<file path="src/rtl/button_conditioner_if.sv">
// Purpose: raw button levels in, conditioned move pulses and debounced levels out.
// Latency: none (wires only).
// Backpressure: none; pulses are fire-and-forget, one step per pulse.
interface button_conditioner_if;
    logic       btnU;
    logic       btnD;
    logic       btnL;
    logic       btnR;
    logic       btnU_pulse;
    logic       btnD_pulse;
    logic       btnL_pulse;
    logic       btnR_pulse;
    logic [3:0] btn_level;

    // Board / position-logic side: drives raw buttons, consumes pulses.
    modport master (
        output btnU, btnD, btnL, btnR,
        input  btnU_pulse, btnD_pulse, btnL_pulse, btnR_pulse, btn_level
    );

    // Conditioner side.
    modport slave (
        input  btnU, btnD, btnL, btnR,
        output btnU_pulse, btnD_pulse, btnL_pulse, btnR_pulse, btn_level
    );
endinterface

</file>
<file path="src/rtl/button_conditioner.sv">
// Purpose: synchronize, debounce, auto-repeat and arbitrate four push-buttons into one-hot move pulses.
// Latency: press pulse and level rise DEBOUNCE_CYCLES+2 edges after the first edge sampling the raw level.
// Backpressure: none; lower-priority events colliding with a higher one are dropped, never queued.
module button_conditioner #(
    parameter int DEBOUNCE_CYCLES = 500000,
    parameter bit REPEAT_EN       = 1'b0,
    parameter int REPEAT_DELAY    = 25000000,
    parameter int REPEAT_PERIOD   = 10000000
) (
    input  logic                 clk,
    input  logic                 reset,
    button_conditioner_if.slave  bus
);
    localparam int CW   = $clog2(DEBOUNCE_CYCLES) + 1;
    localparam int RMAX = (REPEAT_DELAY > REPEAT_PERIOD) ? REPEAT_DELAY : REPEAT_PERIOD;
    localparam int RW   = $clog2(RMAX) + 1;

    localparam logic [CW-1:0] DB_LAST     = CW'(DEBOUNCE_CYCLES - 1);
    localparam logic [RW-1:0] DELAY_LAST  = RW'(REPEAT_DELAY - 1);
    localparam logic [RW-1:0] PERIOD_LAST = RW'(REPEAT_PERIOD - 1);

    // Bit order everywhere: 3 = U, 2 = D, 1 = L, 0 = R (bit 3 has highest priority).
    logic [3:0]    raw;
    logic [3:0]    meta;
    logic [3:0]    sync;
    logic [3:0]    db;
    logic [CW-1:0] cnt [4];
    logic [RW-1:0] rc  [4];
    logic [3:0]    rep_phase;   // 0: waiting for first repeat, 1: periodic repeats
    logic [3:0]    accept;
    logic [3:0]    press_ev;
    logic [3:0]    release_ev;
    logic [3:0]    rep_hit;
    logic [3:0]    rep_ev;
    logic [3:0]    cand;
    logic [3:0]    grant;
    logic [3:0]    pulse;

    assign raw = {bus.btnU, bus.btnD, bus.btnL, bus.btnR};

    // Two-flop synchronizer per button.
    always_ff @(posedge clk or posedge reset) begin
        if (reset) begin
            meta <= '0;
            sync <= '0;
        end else begin
            meta <= raw;
            sync <= meta;
        end
    end

    // Event decode: accepts, repeat hits and fixed-priority arbitration.
    always_comb begin
        accept  = '0;
        rep_hit = '0;
        for (int i = 0; i < 4; i++) begin
            accept[i]  = (sync[i] != db[i]) && (cnt[i] == DB_LAST);
            rep_hit[i] = rep_phase[i] ? (rc[i] == PERIOD_LAST) : (rc[i] == DELAY_LAST);
        end
        press_ev   = accept & sync;
        release_ev = accept & ~sync;
        // No repeat on the edge where the level is being released.
        rep_ev     = REPEAT_EN ? (db & ~release_ev & rep_hit) : 4'b0000;
        cand       = press_ev | rep_ev;
        grant[3]   = cand[3];
        grant[2]   = cand[2] & ~cand[3];
        grant[1]   = cand[1] & ~(|cand[3:2]);
        grant[0]   = cand[0] & ~(|cand[3:1]);
    end

    // Debounce: a differing level must hold DEBOUNCE_CYCLES cycles; any bounce restarts the count.
    always_ff @(posedge clk or posedge reset) begin
        if (reset) begin
            db <= '0;
            for (int i = 0; i < 4; i++) cnt[i] <= '0;
        end else begin
            for (int i = 0; i < 4; i++) begin
                if (sync[i] == db[i]) begin
                    cnt[i] <= '0;
                end else if (accept[i]) begin
                    db[i]  <= sync[i];
                    cnt[i] <= '0;
                end else begin
                    cnt[i] <= cnt[i] + CW'(1);
                end
            end
        end
    end

    // Auto-repeat timers; they keep running even when the resulting event loses arbitration.
    always_ff @(posedge clk or posedge reset) begin
        if (reset) begin
            rep_phase <= '0;
            for (int i = 0; i < 4; i++) rc[i] <= '0;
        end else begin
            for (int i = 0; i < 4; i++) begin
                if (!REPEAT_EN || !db[i] || press_ev[i]) begin
                    rc[i]        <= '0;
                    rep_phase[i] <= 1'b0;
                end else if (rep_hit[i]) begin
                    rc[i]        <= '0;
                    rep_phase[i] <= 1'b1;
                end else begin
                    rc[i]        <= rc[i] + RW'(1);
                end
            end
        end
    end

    // Registered one-hot move pulses, aligned with the debounced level update.
    always_ff @(posedge clk or posedge reset) begin
        if (reset) begin
            pulse <= '0;
        end else begin
            pulse <= grant;
        end
    end

    assign bus.btnU_pulse = pulse[3];
    assign bus.btnD_pulse = pulse[2];
    assign bus.btnL_pulse = pulse[1];
    assign bus.btnR_pulse = pulse[0];
    assign bus.btn_level  = db;

endmodule

</file>
<file path="src/flat_wrapper.sv">
// flat-port wrapper written by rule: the top's interface ports become plain ports
module button_conditioner_flat 
#(
    parameter int DEBOUNCE_CYCLES = 500000,
    parameter bit REPEAT_EN       = 1'b0,
    parameter int REPEAT_DELAY    = 25000000,
    parameter int REPEAT_PERIOD   = 10000000
)
  (clk, reset, bus_btnU, bus_btnD, bus_btnL, bus_btnR, bus_btnU_pulse, bus_btnD_pulse, bus_btnL_pulse, bus_btnR_pulse, bus_btn_level);
  button_conditioner_if bus_i ();
  input  logic clk;
  input  logic reset;
  input wire logic [$bits(bus_i.btnU)-1:0] bus_btnU;
  input wire logic [$bits(bus_i.btnD)-1:0] bus_btnD;
  input wire logic [$bits(bus_i.btnL)-1:0] bus_btnL;
  input wire logic [$bits(bus_i.btnR)-1:0] bus_btnR;
  output wire logic [$bits(bus_i.btnU_pulse)-1:0] bus_btnU_pulse;
  output wire logic [$bits(bus_i.btnD_pulse)-1:0] bus_btnD_pulse;
  output wire logic [$bits(bus_i.btnL_pulse)-1:0] bus_btnL_pulse;
  output wire logic [$bits(bus_i.btnR_pulse)-1:0] bus_btnR_pulse;
  output wire logic [$bits(bus_i.btn_level)-1:0] bus_btn_level;
  assign bus_i.btnU = bus_btnU;
  assign bus_i.btnD = bus_btnD;
  assign bus_i.btnL = bus_btnL;
  assign bus_i.btnR = bus_btnR;
  assign bus_btnU_pulse = bus_i.btnU_pulse;
  assign bus_btnD_pulse = bus_i.btnD_pulse;
  assign bus_btnL_pulse = bus_i.btnL_pulse;
  assign bus_btnR_pulse = bus_i.btnR_pulse;
  assign bus_btn_level = bus_i.btn_level;
  button_conditioner #(.DEBOUNCE_CYCLES(DEBOUNCE_CYCLES), .REPEAT_EN(REPEAT_EN), .REPEAT_DELAY(REPEAT_DELAY), .REPEAT_PERIOD(REPEAT_PERIOD)) u_core (.clk(clk), .reset(reset), .bus(bus_i));
endmodule
</file>
<file path="config.mk">
export PLATFORM = sky130hd
export DESIGN_NAME = button_conditioner_flat
export DESIGN_NICKNAME = d
export VERILOG_FILES = /design/src/rtl/button_conditioner_if.sv /design/src/rtl/button_conditioner.sv /design/src/flat_wrapper.sv
export SDC_FILE = /design/constraint.sdc
export NUM_CORES = 1
export LEC_CHECK = 0
export CAP_MARGIN = 10
export CORE_UTILIZATION = 31
export CTS_BUF_LIST = sky130_fd_sc_hd__clkbuf_8 sky130_fd_sc_hd__clkbuf_16
export CTS_CLUSTER_DIAMETER = 60
export DETAILED_ROUTE_END_ITERATION = 6
export GPL_TIMING_DRIVEN = 1
export HOLD_SLACK_MARGIN = 0.06
export PLACE_DENSITY = 0.54
export SETUP_SLACK_MARGIN = 0.4
export SKIP_CTS_REPAIR_TIMING = 1
export SLEW_MARGIN = 5
export SYNTH_ARGS = -nofsm -noshare
export SYNTH_HDL_FRONTEND = slang
export SYNTH_SLANG_ARGS = --single-unit
</file>
<file path="constraint.sdc">
create_clock -name clk -period 5.08 [get_ports clk]
set_clock_uncertainty 0.1 [all_clocks]
set_input_delay 1.524 -clock clk [delete_from_list [all_inputs] [get_ports clk]]
set_output_delay 1.524 -clock clk [all_outputs]
set_load 0.05 [all_outputs]
</file>
==> flow_summary.ini, run 1 <==
[cts]
clock-sinks = 96
cts.path.max_buffers = 2
cts_tree = built
clk_pin_slew_ps = 60
cts-root-buf = clkbuf_16
h-tree-depth = 3
cts_made_buffers = 9
clk_latency_ps = 350

[sta]
max_slew_margin_pct = 45.23
rsz0062_at_grt = false
drv_slew = 0
fmax_mhz = 311.3
fin_tns_setup_ps = 0
timing.final.crit_period_ps = 3213
finalSetupViolCount = 0
fin_ws_ps = 1867
worstMarginPinSlew_ps = 821.4
fin_crit_sh_pct = 63.24
hold_viol = 0

[layout]
n_antenna_cell = 0
area_delta_synth_final_pct = 14.15
fin_util_pct = 36.18
finalNetCount = 484
drive_gt1_share_pct = 8.559
multiInputGateArea_um2 = 2074
ff_latch_area_um2 = 2402
layoutNonFillerInstCount = 663
nFillCells = 1485

[setup_path]
path_buf_inv = 1
crit_chain = clkdlybuf4s50_1
critical_path.max_fanout = 4
critical_path_class = flop to primary output
start_kind = flop
slowest_delay_ps = 830
crit_path_end_kind = primary output
rrSetupSlack_ps = 2650
slowest_stage = clkdlybuf4s50_1
cp.arrival_ps = 1590
critical_path.startpoint = u_core.bus.btn_level[2]$_DFFE_PP0P_
r2r_start = u_core.cnt[20]$_DFF_PP0_
worstPathRequired_ps = 3460
path_delay_family = buffers and inverters

[pwr]
swShare_pct = 21.67
pwr-share-clk_pct = 45.9
p_seq_share_pct = 50.9
p_sw_mw = 0.3353
pwr-share-comb_pct = 3.2
total_power_mw = 1.547
leakage_nw = 2.039
ir_drop_mv = 0.1691
internal-power_mw = 1.212
cellPowerDensity_nw_per_um2 = 294.2

[global_routing]
grt_pass1_wl_mm = 15.93
antenna_found_initial = 0
grt_pass1_vias = 3303
grt_usage_pct = 13.45
overflow = 0
grt_max_degree = 54

[yosys]
syn_avg_cell_area_um2 = 10.04
synthTopCellsByArea = dfrtp_1, xnor2_1, nor2_1
syn_inst = 459
synthArstFlopShare_pct = 100.0
yosysWarnings = 0
yosys.cell_types.count = 38
synth_edf_count = 0
ys_ff_latch = 96
ys_seq_area_share_pct = 52.15
yosysTopAreaCell = dfrtp_1
post-synth-top-count-cell = dfrtp_1
synth_common_cells = dfrtp_1, nor2_1, xnor2_1
synthFlopType = dfrtp_1
synth_area_um2 = 4607
synth.net_count = 469
synth_top_area_share_pct = 52.15

[place]
dp.cells = 647
pre_cts_ws_ps = 2126
post-dp-hpwl_mm = 6.122
port_buffers = 13
place.gp.congestion = 0.7942

[detailed_routing]
drt-total-wl_mm = 8.990
m1WireLength_mm = 4.611
drt_iter0_drc = 141
wl_per_cell_um = 13.56
ant_nets = 0
firstDrtPassIters = 4
vias = 3344
drc_errors = 0
dr_wl_met2_mm = 3.909
vias_per_cell = 5.044
routed.top_layer = met4
wl_met3_um = 287

[floorplan]
rows = 44
initial_utilization_pct = 31.70
core_um2 = 14530
dieWidth_um = 123.9
dieArea_um2 = 15350
die_y_um = 123.9
io-pin-count = 14

[min_path]
hold_start = u_core.meta[3]$_DFF_PP0_
hp-class = flop to flop

[run_status]
status = finished clean

[flow_run]
max_cap_violations = 0
path summary, 6_finish.rpt:
| check | end | cells after the start |
|---|---|---|
| max | bus_btn_level[2] | 1 |
| min | u_core.sync[3]$_DFF_PP0_ | 0 |
| max reg2reg | u_core.pulse[1]$_DFF_PP0_ | 5 |
| min reg2reg | u_core.sync[3]$_DFF_PP0_ | 0 |
| max in group asynchronous | u_core.cnt[32]$_DFF_PP0_ | 3 |
| min in group asynchronous | u_core.pulse[2]$_DFF_PP0_ | 2 |
final cells by class:
| class | count | area share, % |
|---|---|---|
| Tap cell | 184 | 4.378 |
| Clock buffer | 12 | 5.068 |
| Multi-Input combinational cell | 331 | 39.45 |
| Sequential cell | 96 | 45.68 |
| Clock inverter | 4 | 0.9755 |
| Inverter | 19 | 1.404 |
| Timing Repair Buffer | 17 | 3.045 |
power groups by stage:
stage | clock, mW | sequential (mW) | combinational, mW
after CTS | 0.731 | 0.787 | 0.0521
after global placement | 0 | 0.801 | 0.0506
after detailed placement | 0 | 0.801 | 0.0516
after global routing | 0.760 | 0.788 | 0.0581
after floorplan | 0 | 0.798 | 0.0367
final | 0.710 | 0.787 | 0.0499
flip-flops by register name (all words and copies together) (netlist names):
| signal | flops |
|---|---|
| u_core.meta | 4 |
| u_core.sync | 4 |
| u_core.pulse | 4 |
| u_core.bus.btn_level | 4 |
| u_core.cnt | 80 |
cells in the final DEF, fill, tap and decap left out, types with 13 or more instances in the layout:
cell             count
a21oi_1             15
clkdlybuf4s50_1     13
dfrtp_1             96
inv_1               18
nand2_1             25
nand3_1             27
nand4_1             20
nor2_1              71
nor3_1              16
nor4_1              13
xnor2_1             41
xor2_1              19
per-stage QoR:
stage | cell area, um^2 | hold slack [ps]
6_report | 5259 | 248.0
4_1_cts | 5259 | 251.4
3_3_place_gp | 4941 | 234.9
2_1_floorplan | 4607 | 231.2
5_1_grt | 5259 | 263.5
3_5_place_dp | 4941 | 236.5
cell families after synthesis:
group / count (synthesis) / synth area share, %
xor gates and xnor gates: 60 / 11.41
adders and majority gates: 4 / 1.086
buffers and inverters: 32 / 2.825
muxes: 1 / 0.2444
DFF: 96 / 52.15
AOI/OAI and AO/OA: 41 / 5.459
and+or+nand+nor: 225 / 26.83
metal layers:
metal,up-vias,track usage (%)
li1,1646,-
met1,1640,18.78
met2,47,19.79
met4,0,6.548
met5,-,0
met3,11,2.747
No activity file was read; power rests on OpenSTA's default activity.
==> run 2: changes to the inputs <==
==> constraint.sdc (replaced) <==
create_clock -name clk -period 3 [get_ports clk]
set_clock_uncertainty 0.1 [all_clocks]
set_input_delay 0.9 -clock clk [delete_from_list [all_inputs] [get_ports clk]]
set_output_delay 0.9 -clock clk [all_outputs]
set_load 0.05 [all_outputs]
==> run 2 against run 1 <==
  * Cell area grew 0.86%
  * First-iteration DRC count grew 67%
  * Sequential power grew 69%
  * Non-clock buffer count grew 1
  * Count of clock-buffer cells in the layout shrank 1
  * Critical path type unchanged
==> flow_summary.ini, run 2 (synthesized netlist as in run 1, its figures left out) <==
[run_status]
status = finished clean

[cts]
clk_latency_ps = 340
cts-root-buf = clkbuf_16
cts_tree = built
cts.path.max_buffers = 2
clk_pin_slew_ps = 70
cts_made_buffers = 9
clock-sinks = 96
h-tree-depth = 3

[layout]
largest_register_ffs = 80
final_common_cell = dfrtp_1
n_antenna_cell = 0
layout_common_cells = dfrtp_1, nor2_1, xnor2_1
top_register = u_core.cnt
finalNetCount = 485
area_delta_synth_final_pct = 15.13
nFillCells = 1461
drive_gt1_share_pct = 8.351
layoutNonFillerInstCount = 663

[sta]
drv_slew = 0
hold_viol = 0
fmax_mhz = 393.6
fin_ws_ps = 459.5
worstMarginPinSlew_ps = 761.7
timing.final.crit_period_ps = 2541
finalSetupViolCount = 0
rsz0062_at_grt = false
max_slew_margin_pct = 49.21
fin_tns_setup_ps = 0
fin_crit_sh_pct = 84.68

[floorplan]
dieWidth_um = 123.9
io-pin-count = 14
core_um2 = 14530
rows = 44
die_y_um = 123.9
initial_utilization_pct = 31.70
dieArea_um2 = 15350

[detailed_routing]
drt_iter0_drc = 236
drc_errors = 0
drt-total-wl_mm = 8.742
ant_nets = 0
vias = 3267
wl_per_cell_um = 13.19
firstDrtPassIters = 4
vias_per_cell = 4.928

[place]
place.gp.congestion = 0.7510
post-dp-hpwl_mm = 6.060
pre_cts_ws_ps = 512.3
dp.cells = 648
port_buffers = 13

[setup_path]
worstPathRequired_ps = 2000
critical_path_class = flop to primary output
crit_path_end_kind = primary output
slowest_delay_ps = 810
slowest_stage = clkdlybuf4s50_1
critical_path.max_fanout = 1
path_delay_family = buffers and inverters
start_kind = flop
path_buf_inv = 1
cp.arrival_ps = 1540
rrSetupSlack_ps = 600
crit_chain = clkdlybuf4s50_1

[flow_run]
max_cap_violations = 0

[pwr]
cellPowerDensity_nw_per_um2 = 502.3
leakage_nw = 2.113
total_power_mw = 2.664
ir_drop_mv = 0.2453

[global_routing]
grt_max_degree = 42
antenna_found_initial = 0
grt_pass1_wl_mm = 14.81
grt_pass1_vias = 3104
grt_usage_pct = 12.45
overflow = 0

[min_path]
hp-class = flop to flop
[run 2: final timing paths]
kind / to / from / depth (start not counted)
worst max-delay path: bus_btnR_pulse / u_core.pulse[0]$_DFF_PP0_ / 1
worst min-delay path: u_core.sync[0]$_DFF_PP0_ / u_core.meta[0]$_DFF_PP0_ / 0
worst max register to register: u_core.pulse[1]$_DFF_PP0_ / u_core.cnt[0]$_DFF_PP0_ / 5
worst min register to register: u_core.sync[0]$_DFF_PP0_ / u_core.meta[0]$_DFF_PP0_ / 0
max in group asynchronous: u_core.cnt[13]$_DFF_PP0_ / reset / 3
min in group asynchronous: u_core.pulse[2]$_DFF_PP0_ / reset / 2
[run 2: per-layer routing]
| layer | part of all wire (%) | global-route usage, % |
|---|---|---|
| met4 | 1.4 | 4.985 |
| met1 | 48 | 16.05 |
| met2 | 48 | 20.10 |
| met3 | 3.0 | 2.930 |
| met5 | 0 | 0 |
[run 2: per-stage QoR]
step | util (%) | hold WS [ps] | area (um^2)
2_1_floorplan | - | 231.2 | 4611
3_3_place_gp | 34.23 | 232.6 | 4975
3_5_place_dp | 34.23 | 236.3 | 4975
4_1_cts | 36.44 | 251.9 | 5296
5_1_grt | 36.49 | 263.5 | 5304
6_report | 36.49 | 250.2 | 5304
[run 2: area by class of cell]
type	count	area, um^2	share of cell area, %
inverters	19	75.07	1.415
clock buffers	11	252.7	4.765
well taps	184	230.2	4.341
flip-flops and latches	96	2402	45.29
clock inverters	4	68.82	1.297
repair buffers	18	200.2	3.774
multi-input cells	331	2074	39.11
[run 2: where the power goes]
| part | switching (mW) | leakage, nW | internal [mW] | total [mW] |
|---|---|---|---|---|
| Sequential | 0.0198 | 1.31 | 1.31 | 1.33 |
| Clock | 0.476 | 0.163 | 0.767 | 1.24 |
| Combinational | 0.0590 | 0.637 | 0.0294 | 0.0884 |
==> run 3: changes to the inputs <==
--- a/config.mk
+++ b/config.mk
@@ -12,7 +12,7 @@
 export DETAILED_ROUTE_END_ITERATION = 6
 export GPL_TIMING_DRIVEN = 1
 export HOLD_SLACK_MARGIN = 0.06
-export PLACE_DENSITY = 0.54
+export PLACE_DENSITY = 0.55
 export SETUP_SLACK_MARGIN = 0.4
 export SKIP_CTS_REPAIR_TIMING = 1
 export SLEW_MARGIN = 5
==> constraint.sdc (replaced) <==
create_clock -name clk -period 2.05 [get_ports clk]
set_clock_uncertainty 0.1 [all_clocks]
set_input_delay 0.615 -clock clk [delete_from_list [all_inputs] [get_ports clk]]
set_output_delay 0.615 -clock clk [all_outputs]
set_load 0.05 [all_outputs]
==> run 3 against run 2 <==
  * Register-to-register slack got worse by 490 ps
  * Combinational power increased by 150%
  * Routed wire length increased by 20%
  * Critical path type is now flop to flop
==> flow_summary.ini, run 3 (synthesized netlist as in run 1, its figures left out) <==
[run_status]
status = finished clean

[setup_path]
start_kind = flop
worstPathRequired_ps = 2170
slowest_stage = or4b_1
slowest_delay_ps = 530
r2r-end = u_core.cnt[17]$_DFF_PP0_
crit_chain = or4b_1 -> or3_4 -> o21ai_4 -> buf_6 -> a21oi_1
critical_path.max_fanout = 6
rrSetupSlack_ps = 110
path_delay_family = simple AND/OR/NAND/NOR gates
reg2reg_depth = 5
r2r_start = u_core.cnt[14]$_DFF_PP0_
critical_path_class = flop to flop
path_buf_inv = 1
crit_path_end_kind = flop
cp.arrival_ps = 2060

[floorplan]
dieArea_um2 = 15350
io-pin-count = 14
rows = 44
initial_utilization_pct = 31.70
dieWidth_um = 123.9
die_y_um = 123.9
core_um2 = 14530

[global_routing]
grt_pass1_wl_mm = 15.84
antenna_found_initial = 0
grt_max_degree = 50
grt_pass1_vias = 3376
grt_usage_pct = 13.34
overflow = 0

[layout]
ff_latch_area_um2 = 2446
layout_common_cells = buf_4, dfrtp_1, nor2_1
fin_util_pct = 44.15
largest_register_ffs = 80
area_delta_synth_final_pct = 39.30
finalNetCount = 554
n_antenna_cell = 0
multiInputGateArea_um2 = 2524
top_register = u_core.cnt
drive_gt1_share_pct = 40.62
nFillCells = 1339

[cts]
cts_made_buffers = 9
cts.path.max_buffers = 2
h-tree-depth = 3
clock-sinks = 96
cts_tree = built
cts-root-buf = clkbuf_16
clk_pin_slew_ps = 70
clk_latency_ps = 350

[detailed_routing]
wl_per_cell_um = 14.29
vias = 3661
drt_iter0_drc = 250
drt-total-wl_mm = 10.47
ant_nets = 0
drc_errors = 0
firstDrtPassIters = 4
vias_per_cell = 4.995

[sta]
hold_viol = 0
max_slew_margin_pct = 74.34
fin_crit_sh_pct = 94.59
finalSetupViolCount = 0
timing.final.crit_period_ps = 1939
fmax_mhz = 515.7
fin_tns_setup_ps = 0
rsz0062_at_grt = true
fin_ws_ps = 110.9
worstMarginPinSlew_ps = 383.8
drv_slew = 0

[pwr]
pwr-share-clk_pct = 46.3
internal-power_mw = 3.189
swShare_pct = 21.36
pwr-share-comb_pct = 5.4
ir_drop_mv = 0.3598
leakage_nw = 2.411
p_seq_share_pct = 48.3
p_sw_mw = 0.8663
cellPowerDensity_nw_per_um2 = 631.8

[place]
pre_cts_ws_ps = 84.63
port_buffers = 13
place.gp.congestion = 0.8419
post-dp-hpwl_mm = 6.282

[min_path]
min_path_cells = 0
hp-class = flop to flop
hold_end = u_core.sync[3]$_DFF_PP0_
hold_start = u_core.meta[3]$_DFF_PP0_

[flow_run]
max_cap_violations = 0
==> run 3: layout make-up <==
type | count | share of cell area (%)
clock inverter | 4 | 1.170
tap | 184 | 3.587
multi-input combinational | 331 | 39.33
timing repair buffer | 87 | 12.48
clock buffer | 12 | 4.153
inverter | 19 | 1.170
sequential | 96 | 38.12
==> run 3: metrics by stage <==
stage | instances | power [mW] | cell area (um^2) | hold WS (ps)
2_1_floorplan | 459 | 2.093 | 4750 | 231.2
3_3_place_gp | 663 | 2.144 | 5234 | 240.8
3_5_place_dp | 663 | 2.149 | 5234 | 236.4
4_1_cts | 679 | 4.041 | 5575 | 251.9
5_1_grt | 733 | 4.205 | 6417 | 259.5
6_report | 733 | 4.055 | 6417 | 248.5
==> run 3: worst register-to-register path, stage by stage, from the launching register on <==
cell,delay [ps]
dfrtp_1,390
or4b_1,530
or3_4,390
o21ai_4,190
buf_6,170
a21oi_1,60
==> run 3: how the worst max path moves through the flow <==
stage	startpoint	end	slack, ps	cells past startpoint
after CTS	u_core.cnt[8]$_DFF_PP0_	u_core.cnt[19]$_DFF_PP0_	80	4
after floorplan	u_core.bus.btn_level[0]$_DFFE_PP0P_	u_core.cnt[67]$_DFF_PP0_	100	5
after global routing	u_core.cnt[14]$_DFF_PP0_	u_core.cnt[17]$_DFF_PP0_	50	5
after global placement	u_core.cnt[14]$_DFF_PP0_	u_core.pulse[0]$_DFF_PP0_	120	5
after detailed placement	u_core.cnt[8]$_DFF_PP0_	u_core.cnt[19]$_DFF_PP0_	80	4
final	u_core.cnt[14]$_DFF_PP0_	u_core.cnt[17]$_DFF_PP0_	110	5
==> run 3: power by group through the flow <==
stage | clock network (mW) | registers, mW | logic [mW]
after floorplan | 0 | 1.99 | 0.108
after global placement | 0 | 1.99 | 0.152
after detailed placement | 0 | 1.99 | 0.156
after CTS | 1.93 | 1.96 | 0.156
after global routing | 2.00 | 1.96 | 0.245
final | 1.88 | 1.96 | 0.219
==> run 3: per-layer routing <==
| metal | track usage (%) | wire (um) | up-vias |
|---|---|---|---|
| met5 | 0 | 0 | - |
| met4 | 6.473 | 221 | 0 |
| met3 | 2.198 | 210 | 13 |
| met2 | 21.39 | 5132 | 35 |
| met1 | 17.49 | 4908 | 1829 |
| li1 | - | - | 1784 |
